[src/rtl/wb_rr_arbiter_pkg.sv]
// Shared types and default widths for the Wishbone round-robin arbiter.
//   arb_state_t : arbiter FSM states (IDLE, GRANT, ABORT)
//   WB_*        : default bus geometry and watchdog limit
package wb_rr_arbiter_pkg;

  typedef enum logic [1:0] {
    IDLE  = 2'd0,
    GRANT = 2'd1,
    ABORT = 2'd2
  } arb_state_t;

  localparam int WB_NUM_MASTERS    = 2;
  localparam int WB_ADDR_WIDTH     = 32;
  localparam int WB_DATA_WIDTH     = 32;
  localparam int WB_TIMEOUT_CYCLES = 255;

endpackage

[src/rtl/wb_rr_arbiter_if.sv]
// Bundle of every Wishbone signal around the arbiter.
//   M_* : per-master request side (packed [NUM_MASTERS] arrays) and the returned DAT/ACK/ERR
//   S_* : single shared slave port
// Modports:
//   master : the environment -- requesters plus the slave device; drives requests, S_DAT_O, S_ACK_O
//   slave  : the arbiter itself; serves the requesters and drives the shared slave port
interface wb_rr_arbiter_if #(
  parameter int NUM_MASTERS = wb_rr_arbiter_pkg::WB_NUM_MASTERS,
  parameter int ADDR_WIDTH  = wb_rr_arbiter_pkg::WB_ADDR_WIDTH,
  parameter int DATA_WIDTH  = wb_rr_arbiter_pkg::WB_DATA_WIDTH
);
  logic [NUM_MASTERS-1:0]                   M_CYC_O;
  logic [NUM_MASTERS-1:0]                   M_STB_O;
  logic [NUM_MASTERS-1:0]                   M_WE_O;
  logic [NUM_MASTERS-1:0][ADDR_WIDTH-1:0]   M_ADR_O;
  logic [NUM_MASTERS-1:0][DATA_WIDTH-1:0]   M_DAT_O;
  logic [NUM_MASTERS-1:0][DATA_WIDTH/8-1:0] M_SEL_O;
  logic [DATA_WIDTH-1:0]                    M_DAT_I;
  logic [NUM_MASTERS-1:0]                   M_ACK_I;
  logic [NUM_MASTERS-1:0]                   M_ERR_I;

  logic                    S_CYC_I;
  logic                    S_STB_I;
  logic                    S_WE_I;
  logic [ADDR_WIDTH-1:0]   S_ADR_I;
  logic [DATA_WIDTH-1:0]   S_DAT_I;
  logic [DATA_WIDTH/8-1:0] S_SEL_I;
  logic [DATA_WIDTH-1:0]   S_DAT_O;
  logic                    S_ACK_O;

  modport master (
    output M_CYC_O, M_STB_O, M_WE_O, M_ADR_O, M_DAT_O, M_SEL_O, S_DAT_O, S_ACK_O,
    input  M_DAT_I, M_ACK_I, M_ERR_I, S_CYC_I, S_STB_I, S_WE_I, S_ADR_I, S_DAT_I, S_SEL_I
  );

  modport slave (
    input  M_CYC_O, M_STB_O, M_WE_O, M_ADR_O, M_DAT_O, M_SEL_O, S_DAT_O, S_ACK_O,
    output M_DAT_I, M_ACK_I, M_ERR_I, S_CYC_I, S_STB_I, S_WE_I, S_ADR_I, S_DAT_I, S_SEL_I
  );
endinterface

[src/rtl/wb_rr_arbiter_rr_pick.sv]
// Combinational round-robin picker.
//   req_i   : request vector
//   last_i  : index of the previous winner
//   valid_o : at least one request present
//   idx_o   : first requester found scanning last_i+1, last_i+2, ... modulo NUM_REQ
module rr_pick #(
  parameter int NUM_REQ = 2,
  parameter int IDX_W   = $clog2(NUM_REQ)
) (
  input  logic [NUM_REQ-1:0] req_i,
  input  logic [IDX_W-1:0]   last_i,
  output logic               valid_o,
  output logic [IDX_W-1:0]   idx_o
);

  // cand[gi] is the index visited at scan step gi+1; the wrap is an explicit
  // subtract so non-power-of-2 counts never land on an unused index.
  logic [IDX_W-1:0] cand [NUM_REQ];

  genvar gi;
  generate
    for (gi = 0; gi < NUM_REQ; gi++) begin : g_cand
      logic [IDX_W:0] sum;
      assign sum       = {1'b0, last_i} + (IDX_W+1)'(gi + 1);
      assign cand[gi]  = (sum >= (IDX_W+1)'(NUM_REQ)) ? IDX_W'(sum - (IDX_W+1)'(NUM_REQ))
                                                       : sum[IDX_W-1:0];
    end
  endgenerate

  // Walk from the farthest candidate to the nearest so the nearest hit is
  // the last assignment and therefore wins.
  always_comb begin
    valid_o = 1'b0;
    idx_o   = '0;
    for (int k = NUM_REQ - 1; k >= 0; k--) begin
      if (req_i[cand[k]]) begin
        valid_o = 1'b1;
        idx_o   = cand[k];
      end
    end
  end

endmodule

[src/rtl/wb_rr_arbiter.sv]
// Round-robin Wishbone arbiter: NUM_MASTERS requesters share one slave port.
// A master owns the bus for its whole CYC; a watchdog aborts beats that wait
// TIMEOUT_CYCLES without ACK.
//   clk_i  : clock, rising edge
//   rst_i  : asynchronous active-high reset
//   bus    : Wishbone bundle (arbiter side, slave modport)
//   gnt_o  : one-hot current owner, zero outside GRANT
module wb_rr_arbiter
  import wb_rr_arbiter_pkg::*;
#(
  parameter int NUM_MASTERS    = WB_NUM_MASTERS,
  parameter int ADDR_WIDTH     = WB_ADDR_WIDTH,
  parameter int DATA_WIDTH     = WB_DATA_WIDTH,
  parameter int TIMEOUT_CYCLES = WB_TIMEOUT_CYCLES
) (
  input  logic                   clk_i,
  input  logic                   rst_i,
  wb_rr_arbiter_if.slave         bus,
  output logic [NUM_MASTERS-1:0] gnt_o
);

  localparam int IW     = $clog2(NUM_MASTERS);
  localparam int WDOG_W = $clog2(TIMEOUT_CYCLES + 1);

  arb_state_t             state_q;
  logic [IW-1:0]          owner_q;
  logic [IW-1:0]          last_q;
  logic [WDOG_W-1:0]      wdog_q;
  logic [WDOG_W-1:0]      wdog_d;
  logic [NUM_MASTERS-1:0] gnt_q;

  logic          pick_valid;
  logic [IW-1:0] pick_idx;

  rr_pick #(
    .NUM_REQ (NUM_MASTERS),
    .IDX_W   (IW)
  ) u_pick (
    .req_i   (bus.M_CYC_O),
    .last_i  (last_q),
    .valid_o (pick_valid),
    .idx_o   (pick_idx)
  );

  logic in_grant, own_cyc, own_stb, stall, timeout;

  assign in_grant = (state_q == GRANT);
  assign own_cyc  = bus.M_CYC_O[owner_q];
  assign own_stb  = bus.M_STB_O[owner_q];
  assign stall    = in_grant && own_cyc && own_stb && !bus.S_ACK_O;
  // An ACK in the final watchdog cycle clears stall, so ACK beats timeout.
  assign timeout  = stall && (wdog_q == WDOG_W'(TIMEOUT_CYCLES - 1));

  always_comb begin
    wdog_d = '0;
    if (stall && !timeout) begin
      wdog_d = wdog_q + WDOG_W'(1);
    end
  end

  always_ff @(posedge clk_i or posedge rst_i) begin
    if (rst_i) begin
      state_q <= IDLE;
      owner_q <= '0;
      last_q  <= IW'(NUM_MASTERS - 1);
      wdog_q  <= '0;
      gnt_q   <= '0;
    end else begin
      wdog_q <= wdog_d;
      case (state_q)
        IDLE: begin
          if (pick_valid) begin
            owner_q <= pick_idx;
            gnt_q   <= NUM_MASTERS'(1) << pick_idx;
            state_q <= GRANT;
          end
        end
        GRANT: begin
          if (!own_cyc) begin
            last_q  <= owner_q;
            gnt_q   <= '0;
            state_q <= IDLE;
          end else if (timeout) begin
            gnt_q   <= '0;
            state_q <= ABORT;
          end
        end
        ABORT: begin
          if (!own_cyc) begin
            last_q  <= owner_q;
            state_q <= IDLE;
          end
        end
        default: state_q <= IDLE;
      endcase
    end
  end

  // Datapath: everything is zero unless GRANT; the owner's strobe is cut in
  // the cycle the watchdog fires.
  always_comb begin
    bus.S_CYC_I = 1'b0;
    bus.S_STB_I = 1'b0;
    bus.S_WE_I  = 1'b0;
    bus.S_ADR_I = '0;
    bus.S_DAT_I = '0;
    bus.S_SEL_I = '0;
    bus.M_DAT_I = '0;
    bus.M_ACK_I = '0;
    bus.M_ERR_I = '0;
    if (in_grant) begin
      bus.S_CYC_I = own_cyc && !timeout;
      bus.S_STB_I = own_stb && !timeout;
      bus.S_WE_I  = bus.M_WE_O[owner_q];
      bus.S_ADR_I = bus.M_ADR_O[owner_q];
      bus.S_DAT_I = bus.M_DAT_O[owner_q];
      bus.S_SEL_I = bus.M_SEL_O[owner_q];
      bus.M_DAT_I = bus.S_DAT_O;
      bus.M_ACK_I = bus.S_ACK_O ? gnt_q : '0;
      bus.M_ERR_I = timeout ? gnt_q : '0;
    end
  end

  assign gnt_o = gnt_q;

endmodule

[src/flat_wrapper.sv]
// flat-port wrapper written by rule: the top's interface ports become plain ports
module wb_rr_arbiter_flat import wb_rr_arbiter_pkg::*;
#(
  parameter int NUM_MASTERS    = WB_NUM_MASTERS,
  parameter int ADDR_WIDTH     = WB_ADDR_WIDTH,
  parameter int DATA_WIDTH     = WB_DATA_WIDTH,
  parameter int TIMEOUT_CYCLES = WB_TIMEOUT_CYCLES
)
  (clk_i, rst_i, gnt_o, bus_M_CYC_O, bus_M_STB_O, bus_M_WE_O, bus_M_ADR_O, bus_M_DAT_O, bus_M_SEL_O, bus_S_DAT_O, bus_S_ACK_O, bus_M_DAT_I, bus_M_ACK_I, bus_M_ERR_I, bus_S_CYC_I, bus_S_STB_I, bus_S_WE_I, bus_S_ADR_I, bus_S_DAT_I, bus_S_SEL_I);
  wb_rr_arbiter_if #(.NUM_MASTERS(NUM_MASTERS), .ADDR_WIDTH(ADDR_WIDTH), .DATA_WIDTH(DATA_WIDTH)) bus_i ();
  input  logic clk_i;
  input  logic rst_i;
  output logic [NUM_MASTERS-1:0] gnt_o;
  input wire logic [$bits(bus_i.M_CYC_O)-1:0] bus_M_CYC_O;
  input wire logic [$bits(bus_i.M_STB_O)-1:0] bus_M_STB_O;
  input wire logic [$bits(bus_i.M_WE_O)-1:0] bus_M_WE_O;
  input wire logic [$bits(bus_i.M_ADR_O)-1:0] bus_M_ADR_O;
  input wire logic [$bits(bus_i.M_DAT_O)-1:0] bus_M_DAT_O;
  input wire logic [$bits(bus_i.M_SEL_O)-1:0] bus_M_SEL_O;
  input wire logic [$bits(bus_i.S_DAT_O)-1:0] bus_S_DAT_O;
  input wire logic [$bits(bus_i.S_ACK_O)-1:0] bus_S_ACK_O;
  output wire logic [$bits(bus_i.M_DAT_I)-1:0] bus_M_DAT_I;
  output wire logic [$bits(bus_i.M_ACK_I)-1:0] bus_M_ACK_I;
  output wire logic [$bits(bus_i.M_ERR_I)-1:0] bus_M_ERR_I;
  output wire logic [$bits(bus_i.S_CYC_I)-1:0] bus_S_CYC_I;
  output wire logic [$bits(bus_i.S_STB_I)-1:0] bus_S_STB_I;
  output wire logic [$bits(bus_i.S_WE_I)-1:0] bus_S_WE_I;
  output wire logic [$bits(bus_i.S_ADR_I)-1:0] bus_S_ADR_I;
  output wire logic [$bits(bus_i.S_DAT_I)-1:0] bus_S_DAT_I;
  output wire logic [$bits(bus_i.S_SEL_I)-1:0] bus_S_SEL_I;
  assign bus_i.M_CYC_O = bus_M_CYC_O;
  assign bus_i.M_STB_O = bus_M_STB_O;
  assign bus_i.M_WE_O = bus_M_WE_O;
  assign bus_i.M_ADR_O = bus_M_ADR_O;
  assign bus_i.M_DAT_O = bus_M_DAT_O;
  assign bus_i.M_SEL_O = bus_M_SEL_O;
  assign bus_i.S_DAT_O = bus_S_DAT_O;
  assign bus_i.S_ACK_O = bus_S_ACK_O;
  assign bus_M_DAT_I = bus_i.M_DAT_I;
  assign bus_M_ACK_I = bus_i.M_ACK_I;
  assign bus_M_ERR_I = bus_i.M_ERR_I;
  assign bus_S_CYC_I = bus_i.S_CYC_I;
  assign bus_S_STB_I = bus_i.S_STB_I;
  assign bus_S_WE_I = bus_i.S_WE_I;
  assign bus_S_ADR_I = bus_i.S_ADR_I;
  assign bus_S_DAT_I = bus_i.S_DAT_I;
  assign bus_S_SEL_I = bus_i.S_SEL_I;
  wb_rr_arbiter #(.NUM_MASTERS(NUM_MASTERS), .ADDR_WIDTH(ADDR_WIDTH), .DATA_WIDTH(DATA_WIDTH), .TIMEOUT_CYCLES(TIMEOUT_CYCLES)) u_core (.clk_i(clk_i), .rst_i(rst_i), .bus(bus_i), .gnt_o(gnt_o));
endmodule
[config.mk]
export PLATFORM = sky130hd
export DESIGN_NAME = wb_rr_arbiter_flat
export DESIGN_NICKNAME = d
export VERILOG_FILES = /design/src/rtl/wb_rr_arbiter_pkg.sv /design/src/rtl/wb_rr_arbiter_if.sv /design/src/rtl/wb_rr_arbiter_rr_pick.sv /design/src/rtl/wb_rr_arbiter.sv /design/src/flat_wrapper.sv
export SDC_FILE = /design/constraint.sdc
export NUM_CORES = 1
export LEC_CHECK = 0
export ABC_AREA = 1
export BUFFER_PORTS_ARGS = -buffer_cell sky130_fd_sc_hd__buf_2
export CAP_MARGIN = 0
export CORE_AREA = 2 2 112 114
export DETAILED_ROUTE_END_ITERATION = 10
export DIE_AREA = 0 0 114 116
export PLACE_DENSITY = 0.56
export SYNTH_ARGS = -nofsm -noshare
export SYNTH_HDL_FRONTEND = slang
export SYNTH_SLANG_ARGS = --single-unit
[constraint.sdc]
create_clock -name clk_i -period 2.25 [get_ports clk_i]
set_input_delay 0.45 -clock clk_i [delete_from_list [all_inputs] [get_ports clk_i]]
set_output_delay 0.45 -clock clk_i [all_outputs]
set_load 0.01 [all_outputs]
# [Yosys cells after proc, flatten, opt, wreduce, memory -nomap -nowiden]
# Cells that the tools add are included.
# W data, S select, Z words.
[totals] regBits=14 input_bits=177 output_inout_bits=109 elab_cells=82
[classes] n_addsub=5 magnitude_cmp=5 eq_ne=6 shift=1 n_mux=43 bitwise=1 reduce_logical=16
[op_table] operator="$mux W32" count=7
[op_table] operator="$mux W2" count=11
[op_table] operator="$mux W1" count=19
[op_table] operator="$mux W4" count=3
[op_table] operator="$add A8 B1 Y8 const B" count=1
[op_table] operator="$eq A8 B8 Y1 const B" count=1
[op_table] operator="$mux W8" count=1
[op_table] operator="$logic_and A1 B1 Y1" count=7
[op_table] operator="$lt A1 B2 Y1 const B" count=3
[op_table] operator="$pmux W2 S3" count=1
[op_table] operator="$reduce_and A3 Y1" count=2
[op_table] operator="$ge A2 B2 Y1 const B" count=2
[op_table] operator="$pmux W2 S2" count=1
[op_table] operator="$reduce_and A2 Y1" count=2
[op_table] operator="$ne A3 B3 Y1 const B" count=1
[op_table] operator="$add A1 B1 Y2 const B" count=1
[op_table] operator="$add A1 B2 Y2 const B" count=1
[op_table] operator="$eq A2 B1 Y1 const B" count=1
[op_table] operator="$eq A2 B2 Y1 const B" count=1
[op_table] operator="$logic_not A1 Y1" count=2
[op_table] operator="$logic_not A2 Y1" count=1
[op_table] operator="$ne A2 B1 Y1 const B" count=1
[op_table] operator="$ne A2 B2 Y1 const B" count=1
[op_table] operator="$reduce_bool A2 Y1" count=1
[op_table] operator="other kinds (4)" count=5

# [Depth between registers and ports, before layout]
# Gate-level depths: netlist of the first run.
[depth] ltp_word=10 ltp_mapped=10

# [Cells and area by module]
# Synthesis of the first run repeated with hierarchy kept, for this count alone.
[hier_totals] hier_cells=404 hier_area_um2=2128.3
[modules_own_cells] module="wb_rr_arbiter" instances=1 cells_per_inst=401 area_per_inst_um2=2113.3 seq_area_each_um2=351.6
[modules_own_cells] module="rr_pick" instances=1 cells_per_inst=3 area_per_inst_um2=15.0 seq_area_each_um2=0.0

# [Least setup slack after synthesis of the first run]
# Ideal clock, no wire load.
[synth_path] path_type="reg-to-output" startpoint="register u_core.state_q[1]" endpoint="output bus_S_DAT_I[26]" t_arrival_ns=1.346 slack_ns=0.454 stages_incl_launch_ff=7 n_path_buf=2 cell_sequence="dfrtp_1 inv_1 ha_1 buf_2 clkbuf_1 o21ai_0 nor2_1"
[synth_between] elab_chain_len=2
[synth_lines] item="start: declaration" line="wb_rr_arbiter.sv:25" rtl="arb_state_t state_q;"
[synth_lines] item="start signal: assignment" line="wb_rr_arbiter.sv:63" rtl="state_q <= IDLE;"
[synth_lines] item="start signal: assignment" line="wb_rr_arbiter.sv:75" rtl="state_q <= GRANT;"
[synth_lines] item="start signal: assignment" line="wb_rr_arbiter.sv:82" rtl="state_q <= IDLE;"
[synth_lines] item="$eq A2 B1 Y1" line="wb_rr_arbiter.sv:47" rtl="assign in_grant = (state_q == GRANT);"
[synth_lines] item="$mux W32" line="wb_rr_arbiter.sv:111" rtl="if (in_grant) begin"
[synth_lines] item="end: declaration" line="flat_wrapper.sv:29" rtl="output wire logic [$bits(bus_i.S_DAT_I)-1:0] bus_S_DAT_I;"
# Every way passes these cells.

# [Final worst setup path of the first run]
# Ends and elaborated chain as after synthesis.

==> results of run 1 <==
stage by stage:
step | area (um2) | hold slack, ns
floorplan | 2100 | 0.339
global placement | 3680 | 0.483
detailed placement | 3680 | 0.484
CTS | 3760 | 0.276
global route | 3770 | 0.309
finish | 3770 | 0.253
critical path: stages (launching register included):
cell and delay (ns):
dfrtp_1 0.39, inv_1 0.12, ha_4 0.18, buf_6 0.25
o21ai_0 0.13, nor2_1 0.15, buf_2 0.17
worst paths after layout:
kind	slack [ns]	startpoint	to
max in group asynchronous	1.59	rst_i	u_core.owner_q$_DFFE_PP0P_
setup / recovery	0.15	u_core.state_q[1]$_DFFE_PP0P_	bus_S_DAT_I[26]
hold reg to reg	0.49	u_core.wdog_q[0]$_DFF_PP0_	u_core.wdog_q[0]$_DFF_PP0_
hold / removal	0.25	rst_i	u_core.wdog_q[5]$_DFF_PP0_
min in group clk_i	0.49	u_core.wdog_q[0]$_DFF_PP0_	u_core.wdog_q[0]$_DFF_PP0_
setup reg to reg	0.73	u_core.state_q[0]$_DFFE_PP0P_	u_core.state_q[0]$_DFFE_PP0P_
per-layer routing:
layer  up-vias  track usage, %
met4         0            4.31
met5         -               0
met2       141            26.0
met1      1431            17.9
li1       1777               -
met3        14            2.20
registers in the layout (all words and copies together), names as in the netlist:
register and count:
u_core.gnt_o 2, u_core.last_q 1, u_core.owner_q 1, u_core.state_q 2, u_core.wdog_q 8
logic make-up after synthesis:
group,Yosys count
simple gates,228
compound gates,79
flops,14
buf+inv,77
xor+xnor,2
fa+ha+maj,5
cell usage in the layout, fill, tap and decap left out:
master	Yosys	layout
buf_2	6	285
nor2_1	155	155
o21ai_0	72	72
nand2_1	50	50
inv_1	50	50
dfrtp_1	13	12
nand3_1	8	8
ha_1	5	4
nand2_4	3	3
a21oi_1	3	3
nor3b_1	3	3
nor3_1	3	3
clkbuf_16	0	3
diode_2	0	2
nand2_2	2	2
buf_12	0	2
buf_4	0	2
nor2_2	1	1
inv_4	1	1
nor2_8	1	1
o21ai_1	1	1
nor2_4	1	1
nand3_4	1	1
xor2_1	1	1
o211ai_4	1	1
xnor2_1	1	1
a21boi_0	1	1
a31oi_1	1	1
ha_4	0	1
clkbuf_8	0	1
buf_6	1	1
dfstp_2	1	1
dfrtp_2	0	1
cell type report:
type	count	share of cell area, %
inverter	51	5.14
multi-input combinational	314	38.6
antenna	2	0.133
clock buffer	4	2.35
timing repair buffer	290	39.6
tap	147	4.87
sequential	14	9.35
power by group through the flow:
| stage | logic (W) | registers (W) | clock network, W |
|---|---|---|---|
| detailed placement | 0.00328 | 0.000373 | 0 |
| CTS | 0.00330 | 0.000371 | 0.000381 |
| finish | 0.00326 | 0.000369 | 0.000370 |
| global route | 0.00363 | 0.000380 | 0.000392 |
| global placement | 0.00329 | 0.000372 | 0 |
| floorplan | 0.00196 | 0.000352 | 0 |
==> impl_metrics.json, run 1 <==
{
  "final_cell_count_no_fill": 822,
  "synthTopCellsByCount": "155 x nor2_1, 72 x o21ai_0, 50 x inv_1, 50 x nand2_1, 19 x clkbuf_1",
  "place_congestion": 0.855,
  "critical_path_arrival_ns": 1.65,
  "cts_root_buffer": "clkbuf_16",
  "place_hpwl_um": 9010,
  "synth-xor-area-share_pct": 0.833,
  "drt_iter0_markers": 227,
  "clkSlewWorstSetupHoldPaths_ns": 0.05,
  "leakage_nw": 2.48,
  "worst_ir_drop_vdd_mv": 0.597,
  "initial_utilization_pct": 17.6,
  "firstDrtPassIters": 4,
  "avgViaCountPerCell": 4.09,
  "die_h_um": 116,
  "grt_max_degree": 70,
  "worst-path-max-fanout": 40,
  "synthMuxAreaShare_pct": 0,
  "netlist_instances": 405,
  "synth_area_mm2": 0.00210,
  "syn_area_per_cell_um2": 5.19,
  "synth_nets": 587,
  "maxUsedRoutingLayer": "met4",
  "core_mm2": 0.0119,
  "clock_skew_ns": 0.00360,
  "cts_buffer_depth": 2,
  "drt-met1-wl_um": 4410,
  "p_sw_w": 0.00223,
  "area_growth_pct": 79.5,
  "post_drt_wl_per_cell_um": 13.3,
  "hp-class": "in -> async",
  "critPathLaunchType": "register",
  "rsz0062_at_grt": "false",
  "drive_gt1_share_pct": 45.8,
  "nets": 856,
  "rows": 40,
  "grt_first_pass_wirelength_um": 15500,
  "synthMostInstantiatedCell": "nor2_1",
  "post_cts_resized": 0,
  "post-place-ws_ns": 0.321,
  "wl_met3_um": 765,
  "max_cap_violations": 0,
  "grt_pass1_vias": 2931,
  "tightest_slew_ns": 0.562,
  "clk_latency_ns": 0.24,
  "yosys.area.top_type": "nor2_1",
  "die_area_mm2": 0.0132,
  "ios": 286,
  "htree_num_levels": 1,
  "io_buffers": 285,
  "power.total_w": 0.00400,
  "wl_met2_um": 5610,
  "relSlewSlack_pct": 62.5,
  "grt_overflow": 0,
  "cts_setup_buffers": 0,
  "finalCriticalPeriod_ns": 2.10,
  "drcViolationCount": 0,
  "fmax_ghz": 0.477,
  "tns_ns": 0,
  "setup_ws_ns": 0.153,
  "grt_util_all_layers_pct": 14.5,
  "p_per_area_mw_per_mm2": 1060,
  "synth_edf_count": 0,
  "postCtsHoldBufs": 0,
  "vias": 3363,
  "setup_viol": 0,
  "synthAdderAreaFrac_pct": 2.98,
  "seq_area_frac_synth_pct": 16.7,
  "yosys.area.top_type_share_pct": 27.7,
  "combPwrFrac_pct": 81.5,
  "min_period_over_period_pct": 93.2,
  "cts_tree": "yes",
  "fp.dieW_um": 114,
  "synth-main-ff-cell": "dfrtp_1",
  "cts_buffers": 3,
  "crit_path_end_kind": "output pin",
  "fin_util_pct": 31.7,
  "status": "completed",
  "clock-sinks": 14,
  "r2r_cells": 8,
  "fill_cells": 1371,
  "worstSetupPathType": "reg -> out",
  "regArea_um2": 353,
  "maxSlewViolCount": 0,
  "synth_warnings": 0,
  "ys_async_sr_fraction_pct": 100,
  "ant_nets": 0,
  "intPower_w": 0.00177,
  "cp.required_ns": 1.80,
  "synth_compound_area_share_pct": 19.8,
  "synth_simple_gate_area_share_pct": 45.1,
  "synth_area_leaders": "nor2_1 28%, o21ai_0 17%, dfrtp_1 15%",
  "pwr-share-clk_pct": 9.3,
  "antenna_found_initial": 2,
  "multi_input_area_mm2": 0.00146,
  "synth_top_family_by_area": "simple AND/OR/NAND/NOR gates",
  "switching_share_pct": 55.8,
  "synthDistinctLibCells": 27,
  "synth-seq-cells": 14,
  "p_seq_share_pct": 9.2,
  "hold_violations": 0,
  "routed_wl_um": 11000,
  "place_inst": 816
}
No activity file was read; power rests on OpenSTA's default activity.
==> inputs of run 2 (changes only) <==
--- a/config.mk
+++ b/config.mk
@@ -11,7 +11,7 @@
 export CORE_AREA = 2 2 112 114
 export DETAILED_ROUTE_END_ITERATION = 10
 export DIE_AREA = 0 0 114 116
-export PLACE_DENSITY = 0.56
+export PLACE_DENSITY_LB_ADDON = 0.05
 export SYNTH_ARGS = -nofsm -noshare
 export SYNTH_HDL_FRONTEND = slang
 export SYNTH_SLANG_ARGS = --single-unit
==> run 2 against run 1 <==
Worst hold slack gained 0.015 ns. Core utilization grew 0.18 points. Total power grew 0.74%. Critical path type unchanged.
==> impl_metrics.json, run 2 (synthesized netlist as in run 1, its figures left out) <==
{
  "nets": 857,
  "core_mm2": 0.0119,
  "max_cap_violations": 0,
  "cts_setup_buffers": 0,
  "largest_reg_flops": 8,
  "cts_tree": "yes",
  "critical_path_arrival_ns": 1.65,
  "grt_max_degree": 64,
  "path_cells": "inv_4 > nor2_1 > nor2_4 > nand3_4 > nand2_4 > inv_1 > buf_2",
  "place_congestion": 0.853,
  "vias": 3392,
  "rows": 40,
  "htree_num_levels": 1,
  "layout_commonest_cell": "buf_2",
  "switching_share_pct": 55.3,
  "final_cell_count_no_fill": 822,
  "fmax_ghz": 0.476,
  "crit_path_end_kind": "output pin",
  "final_cell_area_mm2": 0.00379,
  "rsz0062_at_grt": "false",
  "area_growth_pct": 80.5,
  "place_hpwl_um": 8740,
  "drive_gt1_share_pct": 45.7,
  "post_drt_wl_per_cell_um": 13.3,
  "p_per_area_mw_per_mm2": 1060,
  "firstDrtPassIters": 4,
  "clkSlewWorstSetupHoldPaths_ns": 0.05,
  "pwr-share-clk_pct": 8.5,
  "grt_first_pass_wirelength_um": 15700,
  "critPathLaunchType": "register",
  "grt_overflow": 0,
  "r2r_cells": 8,
  "initial_utilization_pct": 17.6,
  "setup_viol": 0,
  "max_stage_delay_ns": 0.42,
  "ant_nets": 0,
  "combPwrFrac_pct": 82.4,
  "routed_wl_um": 11000,
  "cts_root_buffer": "clkbuf_16",
  "die_h_um": 116,
  "relSlewSlack_pct": 60.4,
  "rr_endpoint": "u_core.state_q[1]$_DFFE_PP0P_",
  "tns_ns": 0,
  "grt_util_all_layers_pct": 14.9,
  "status": "completed",
  "cts_buffers": 3,
  "maxSlewViolCount": 0,
  "place_area_mm2": 0.00367,
  "cts_buffer_depth": 2,
  "worst-path-max-fanout": 29,
  "worstSetupPathType": "reg -> out",
  "avgViaCountPerCell": 4.13,
  "r2r_start": "u_core.owner_q$_DFFE_PP0P_",
  "hp-class": "in -> async",
  "p_seq_share_pct": 9.0,
  "cp_slowest_cell": "dfrtp_2",
  "min_period_over_period_pct": 93.5,
  "intPower_w": 0.00180,
  "clock-sinks": 14,
  "io_buffers": 285,
  "finalCriticalPeriod_ns": 2.10,
  "antenna_found_initial": 1,
  "leakage_nw": 2.49,
  "clk_latency_ns": 0.24,
  "place_inst": 816,
  "hold_violations": 0,
  "postCtsHoldBufs": 0,
  "worst_ir_drop_vdd_mv": 0.357,
  "ios": 286,
  "die_area_mm2": 0.0132,
  "drcViolationCount": 0,
  "fp.dieW_um": 114,
  "grt_pass1_vias": 3113,
  "r2r_slack_ns": 0.72,
  "regMostFlops": "u_core.wdog_q",
  "power.total_w": 0.00403,
  "drt_iter0_markers": 129,
  "final_cell_mix": "285 x buf_2, 155 x nor2_1, 72 x o21ai_0",
  "p_sw_w": 0.00223,
  "tightest_slew_ns": 0.594,
  "cp.required_ns": 1.80,
  "clock_skew_ns": 0.00433
}
[run 2: cell count changes in the layout (fill, tap and decap cells not counted)]
| cell | previous run | this run |
|---|---|---|
| buf_6 | 1 | 0 |
| clkbuf_8 | 1 | 0 |
| diode_2 | 2 | 1 |
| buf_12 | 2 | 3 |
| clkbuf_1 | 0 | 1 |
| clkbuf_16 | 3 | 4 |
[run 2: per-stage QoR]
stage               setup WS [ns]  util [%]  hold slack [ns]
global route               0.0186      31.9            0.323
floorplan                   0.454         -            0.339
CTS                        0.0544      31.4            0.296
detailed placement          0.320      30.8            0.479
global placement            0.343      30.8            0.480
finish                      0.147      31.9            0.268
[run 2: per-layer routing]
layer  share of wire (%)  global-route usage (%)
met1                  38                    15.8
met2                  53                    30.2
met3                 7.4                    3.03
met4                 1.5                    2.85
met5                   0                       0
[run 2: power groups by stage]
| stage | Sequential (W) | Combinational [W] | Clock, W |
|---|---|---|---|
| floorplan | 0.000352 | 0.00196 | 0 |
| global placement | 0.000361 | 0.00327 | 0 |
| detailed placement | 0.000364 | 0.00324 | 0 |
| CTS | 0.000360 | 0.00326 | 0.000356 |
| global route | 0.000372 | 0.00372 | 0.000371 |
| finish | 0.000363 | 0.00332 | 0.000344 |
[run 2: timing repair]
action	CTS	global route
gates resized for setup	0	4
endpoints found under the setup margin	0	8
hold endpoints to repair	0	0
[run 2: how the worst max path moves through the flow]
| stage | slack, ns | depth (start not counted) | startpoint | end |
|---|---|---|---|---|
| 2_1_floorplan | 0.45 | 6 | u_core.state_q[1]$_DFFE_PP0P_ | bus_S_DAT_I[26] |
| 3_3_place_gp | 0.34 | 6 | u_core.state_q[1]$_DFFE_PP0P_ | bus_S_SEL_I[1] |
| 3_5_place_dp | 0.32 | 6 | u_core.state_q[1]$_DFFE_PP0P_ | bus_S_SEL_I[1] |
| 4_1_cts | 0.05 | 6 | u_core.state_q[1]$_DFFE_PP0P_ | bus_S_SEL_I[1] |
| 5_1_grt | 0.02 | 4 | u_core.owner_q$_DFFE_PP0P_ | bus_S_ADR_I[29] |
| 6_report | 0.15 | 7 | u_core.owner_q$_DFFE_PP0P_ | bus_S_CYC_I |
[run 2: final cells by class]
| cell class | count | area (um2) |
|---|---|---|
| fillers | 1369 | 8120 |
| repair buffers | 291 | 1530 |
| multi-input cells | 314 | 1460 |
| flip-flops and latches | 14 | 353 |
| inverters | 51 | 194 |
| well taps | 147 | 184 |
| clock buffers | 4 | 78.8 |
| diodes | 1 | 2.50 |
[run 2: worst max-delay path, delay by kind of cell (launching register included)]
kind	cells	cell delay (ns)
flip-flops	1	0.42
buffers and inverters	3	0.43
AND/OR/NAND/NOR	4	0.55
==> inputs of run 3 (changes only) <==
--- a/config.mk
+++ b/config.mk
@@ -8,10 +8,11 @@
 export ABC_AREA = 1
 export BUFFER_PORTS_ARGS = -buffer_cell sky130_fd_sc_hd__buf_2
 export CAP_MARGIN = 0
-export CORE_AREA = 2 2 112 114
+export CORE_AREA = 2 2 110 112
 export DETAILED_ROUTE_END_ITERATION = 10
-export DIE_AREA = 0 0 114 116
+export DIE_AREA = 0 0 112 114
 export PLACE_DENSITY_LB_ADDON = 0.05
 export SYNTH_ARGS = -nofsm -noshare
 export SYNTH_HDL_FRONTEND = slang
+export SYNTH_HIERARCHICAL = 1
 export SYNTH_SLANG_ARGS = --single-unit
==> run 3 against run 2 <==
Cell count did not move. Clock power is 11% higher. Largest power group unchanged. Cell area is 0.86% higher. Synthesized area is 1.2% higher. Critical endpoint is now bus_S_DAT_I[28]. Maximum frequency rose by 0.48%. Sequential power about the same. First-iteration DRC count grew 69%.
==> impl_metrics.json, run 3 <==
{
  "status": "completed",
  "crit_path_end_kind": "output pin",
  "synthDistinctLibCells": 33,
  "ios": 286,
  "synth-main-ff-cell": "dfrtp_1",
  "worst-path-max-fanout": 75,
  "maxSlewViolCount": 0,
  "cp.required_ns": 1.80,
  "crit_end": "bus_S_DAT_I[28]",
  "rows": 40,
  "crit_cells": 6,
  "ant_nets": 0,
  "synth_warnings": 6,
  "regArea_um2": 353,
  "critPathLaunchType": "register",
  "r2r_start": "u_core/state_q[0]$_DFFE_PP0P_",
  "hold_violations": 0,
  "cts_buffers": 3,
  "tns_ns": 0,
  "cts_tree": "yes",
  "r2r_cells": 8,
  "cp_top_family": "buffers and inverters",
  "path_cells": "inv_1 > ha_4 > buf_12 > o21ai_0 > nor2_1 > buf_2",
  "cp_slowest_cell": "dfrtp_1",
  "layout_commonest_cell": "buf_2",
  "grt_max_degree": 76,
  "path_buf_inv": 3,
  "grt_first_pass_wirelength_um": 16600,
  "grt_overflow": 0,
  "core_mm2": 0.0117,
  "synth_nets": 586,
  "htree_num_levels": 1,
  "leakage_nw": 2.45,
  "yosys.area.top_type": "nor2_1",
  "cts_buffer_depth": 2,
  "num_antenna_cells": 0,
  "final_cell_area_mm2": 0.00383,
  "min_period_over_period_pct": 93.0,
  "rr_endpoint": "u_core/state_q[1]$_DFFE_PP0P_",
  "drive_gt1_share_pct": 47.4,
  "clock-sinks": 14,
  "initial_utilization_pct": 18.2,
  "rsz0062_at_grt": "false",
  "fmax_ghz": 0.478,
  "postCtsHoldBufs": 0,
  "max_cap_violations": 0,
  "place_hpwl_um": 9120,
  "place_congestion": 0.917,
  "antenna_found_initial": 1,
  "avgViaCountPerCell": 4.13,
  "clkSlewWorstSetupHoldPaths_ns": 0.05,
  "ys_async_sr_fraction_pct": 100,
  "synthMostInstantiatedCell": "nor2_1",
  "clock_skew_ns": 0.00525,
  "synth_area_leaders": "nor2_1 26%, o21ai_0 17%, dfrtp_1 15%",
  "routed_wl_um": 11300,
  "grt_pass1_vias": 2969,
  "finalCriticalPeriod_ns": 2.09,
  "synth_area_mm2": 0.00213,
  "post_drt_wl_per_cell_um": 13.7,
  "tightest_slew_ns": 0.584,
  "yosys.area.top_type_share_pct": 26.3,
  "synth-seq-cells": 14,
  "drcViolationCount": 0,
  "area_growth_pct": 79.8,
  "clk_latency_ns": 0.25,
  "netlist_instances": 404,
  "place_area_mm2": 0.00371,
  "die_h_um": 114,
  "hp-class": "in -> async",
  "worst_ir_drop_vdd_mv": 0.491,
  "setup_viol": 0,
  "r2r_slack_ns": 0.70,
  "final_cell_mix": "285 x buf_2, 149 x nor2_1, 67 x o21ai_0",
  "synthTopCellsByCount": "149 x nor2_1, 71 x o21ai_0, 49 x inv_1, 47 x nand2_1, 21 x clkbuf_1",
  "relSlewSlack_pct": 61.0,
  "die_area_mm2": 0.0128,
  "io_buffers": 285,
  "regMostFlops": "u_core/wdog_q",
  "multi_input_area_mm2": 0.00148,
  "fill_cells": 1373,
  "drt_iter0_markers": 218,
  "worstSetupPathType": "reg -> out",
  "vias": 3396,
  "critical_path_arrival_ns": 1.64,
  "synth_edf_count": 0,
  "firstDrtPassIters": 4,
  "cts_root_buffer": "clkbuf_16",
  "max_stage_delay_ns": 0.39,
  "seq_area_frac_synth_pct": 16.5,
  "nets": 858,
  "crit_start": "u_core/state_q[1]$_DFFE_PP0P_",
  "largest_reg_flops": 8,
  "grt_util_all_layers_pct": 16.2,
  "syn_area_per_cell_um2": 5.27,
  "fp.dieW_um": 112,
  "p_per_area_mw_per_mm2": 1080
}
## run 3: cell types whose count changed after synthesis, moves of 3 or more
cell	previous run	this run
nor3b_1	3	0
nand2_1	50	47
buf_2	6	2
nor2_1	155	149
nand3_1	8	5
## run 3: layout make-up
cell class | instances | area share, %
Inverter | 53 | 5.26
Multi-Input combinational cell | 311 | 38.6
Tap cell | 147 | 4.81
Clock buffer | 4 | 2.32
Timing Repair Buffer | 293 | 39.8
Sequential cell | 14 | 9.22
## run 3: layer usage
layer | vias to the layer above | GRT usage, % | routed length (um)
met1 | 1479 | 20.0 | 4480
met2 | 122 | 29.7 | 5910
met5 | - | 0 | 17
met3 | 11 | 2.50 | 714
met4 | 2 | 3.98 | 151
li1 | 1782 | - | -
## run 3: per-stage QoR
step / util, % / setup WS, ns / hold WS, ns / total power, W / cells
floorplan: - / 0.493 / 0.339 / 0.00234 / 404
global placement: 31.7 / 0.407 / 0.491 / 0.00377 / 816
detailed placement: 31.7 / 0.360 / 0.496 / 0.00376 / 816
CTS: 32.5 / 0.0823 / 0.295 / 0.00416 / 820
global route: 32.7 / 0.0183 / 0.309 / 0.00456 / 822
finish: 32.7 / 0.157 / 0.252 / 0.00413 / 822
## run 3: kinds of logic (layout without fill, tap and decap cells)
group	Yosys count	count (layout)	synth area share, %
flops	14	14	16.5
compound gates	80	80	19.7
fa+ha+maj	5	5	2.94
buf+inv	79	350	14.7
xor+xnor	2	2	0.823
simple gates	224	224	45.3
## run 3: timing repair
item | 4_1_cts | 5_1_grt
setup endpoints to repair | 0 | 19
endpoints found under the hold margin | 0 | 0
resized for setup | 0 | 5
setup buffers | 0 | 2
## run 3: worst min path at each step
stage | end | slack, ns | from
4_1_cts | u_core/wdog_q[1]$_DFF_PP0_ | 0.30 | rst_i
3_5_place_dp | u_core/state_q[0]$_DFFE_PP0P_ | 0.50 | u_core/state_q[0]$_DFFE_PP0P_
6_report | u_core/wdog_q[1]$_DFF_PP0_ | 0.25 | rst_i
3_3_place_gp | u_core/state_q[1]$_DFFE_PP0P_ | 0.49 | u_core/state_q[1]$_DFFE_PP0P_
2_1_floorplan | u_core/gnt_o[0]$_DFFE_PP0P_ | 0.34 | rst_i
5_1_grt | u_core/wdog_q[1]$_DFF_PP0_ | 0.31 | rst_i
## run 3: report_power, final
group,internal (W),total (W),switching [W]
clock network,0.000270,0.000382,0.000112
logic,0.00127,0.00338,0.00211
registers,0.000306,0.000364,0.0000580
total,0.00185,0.00413,0.00228
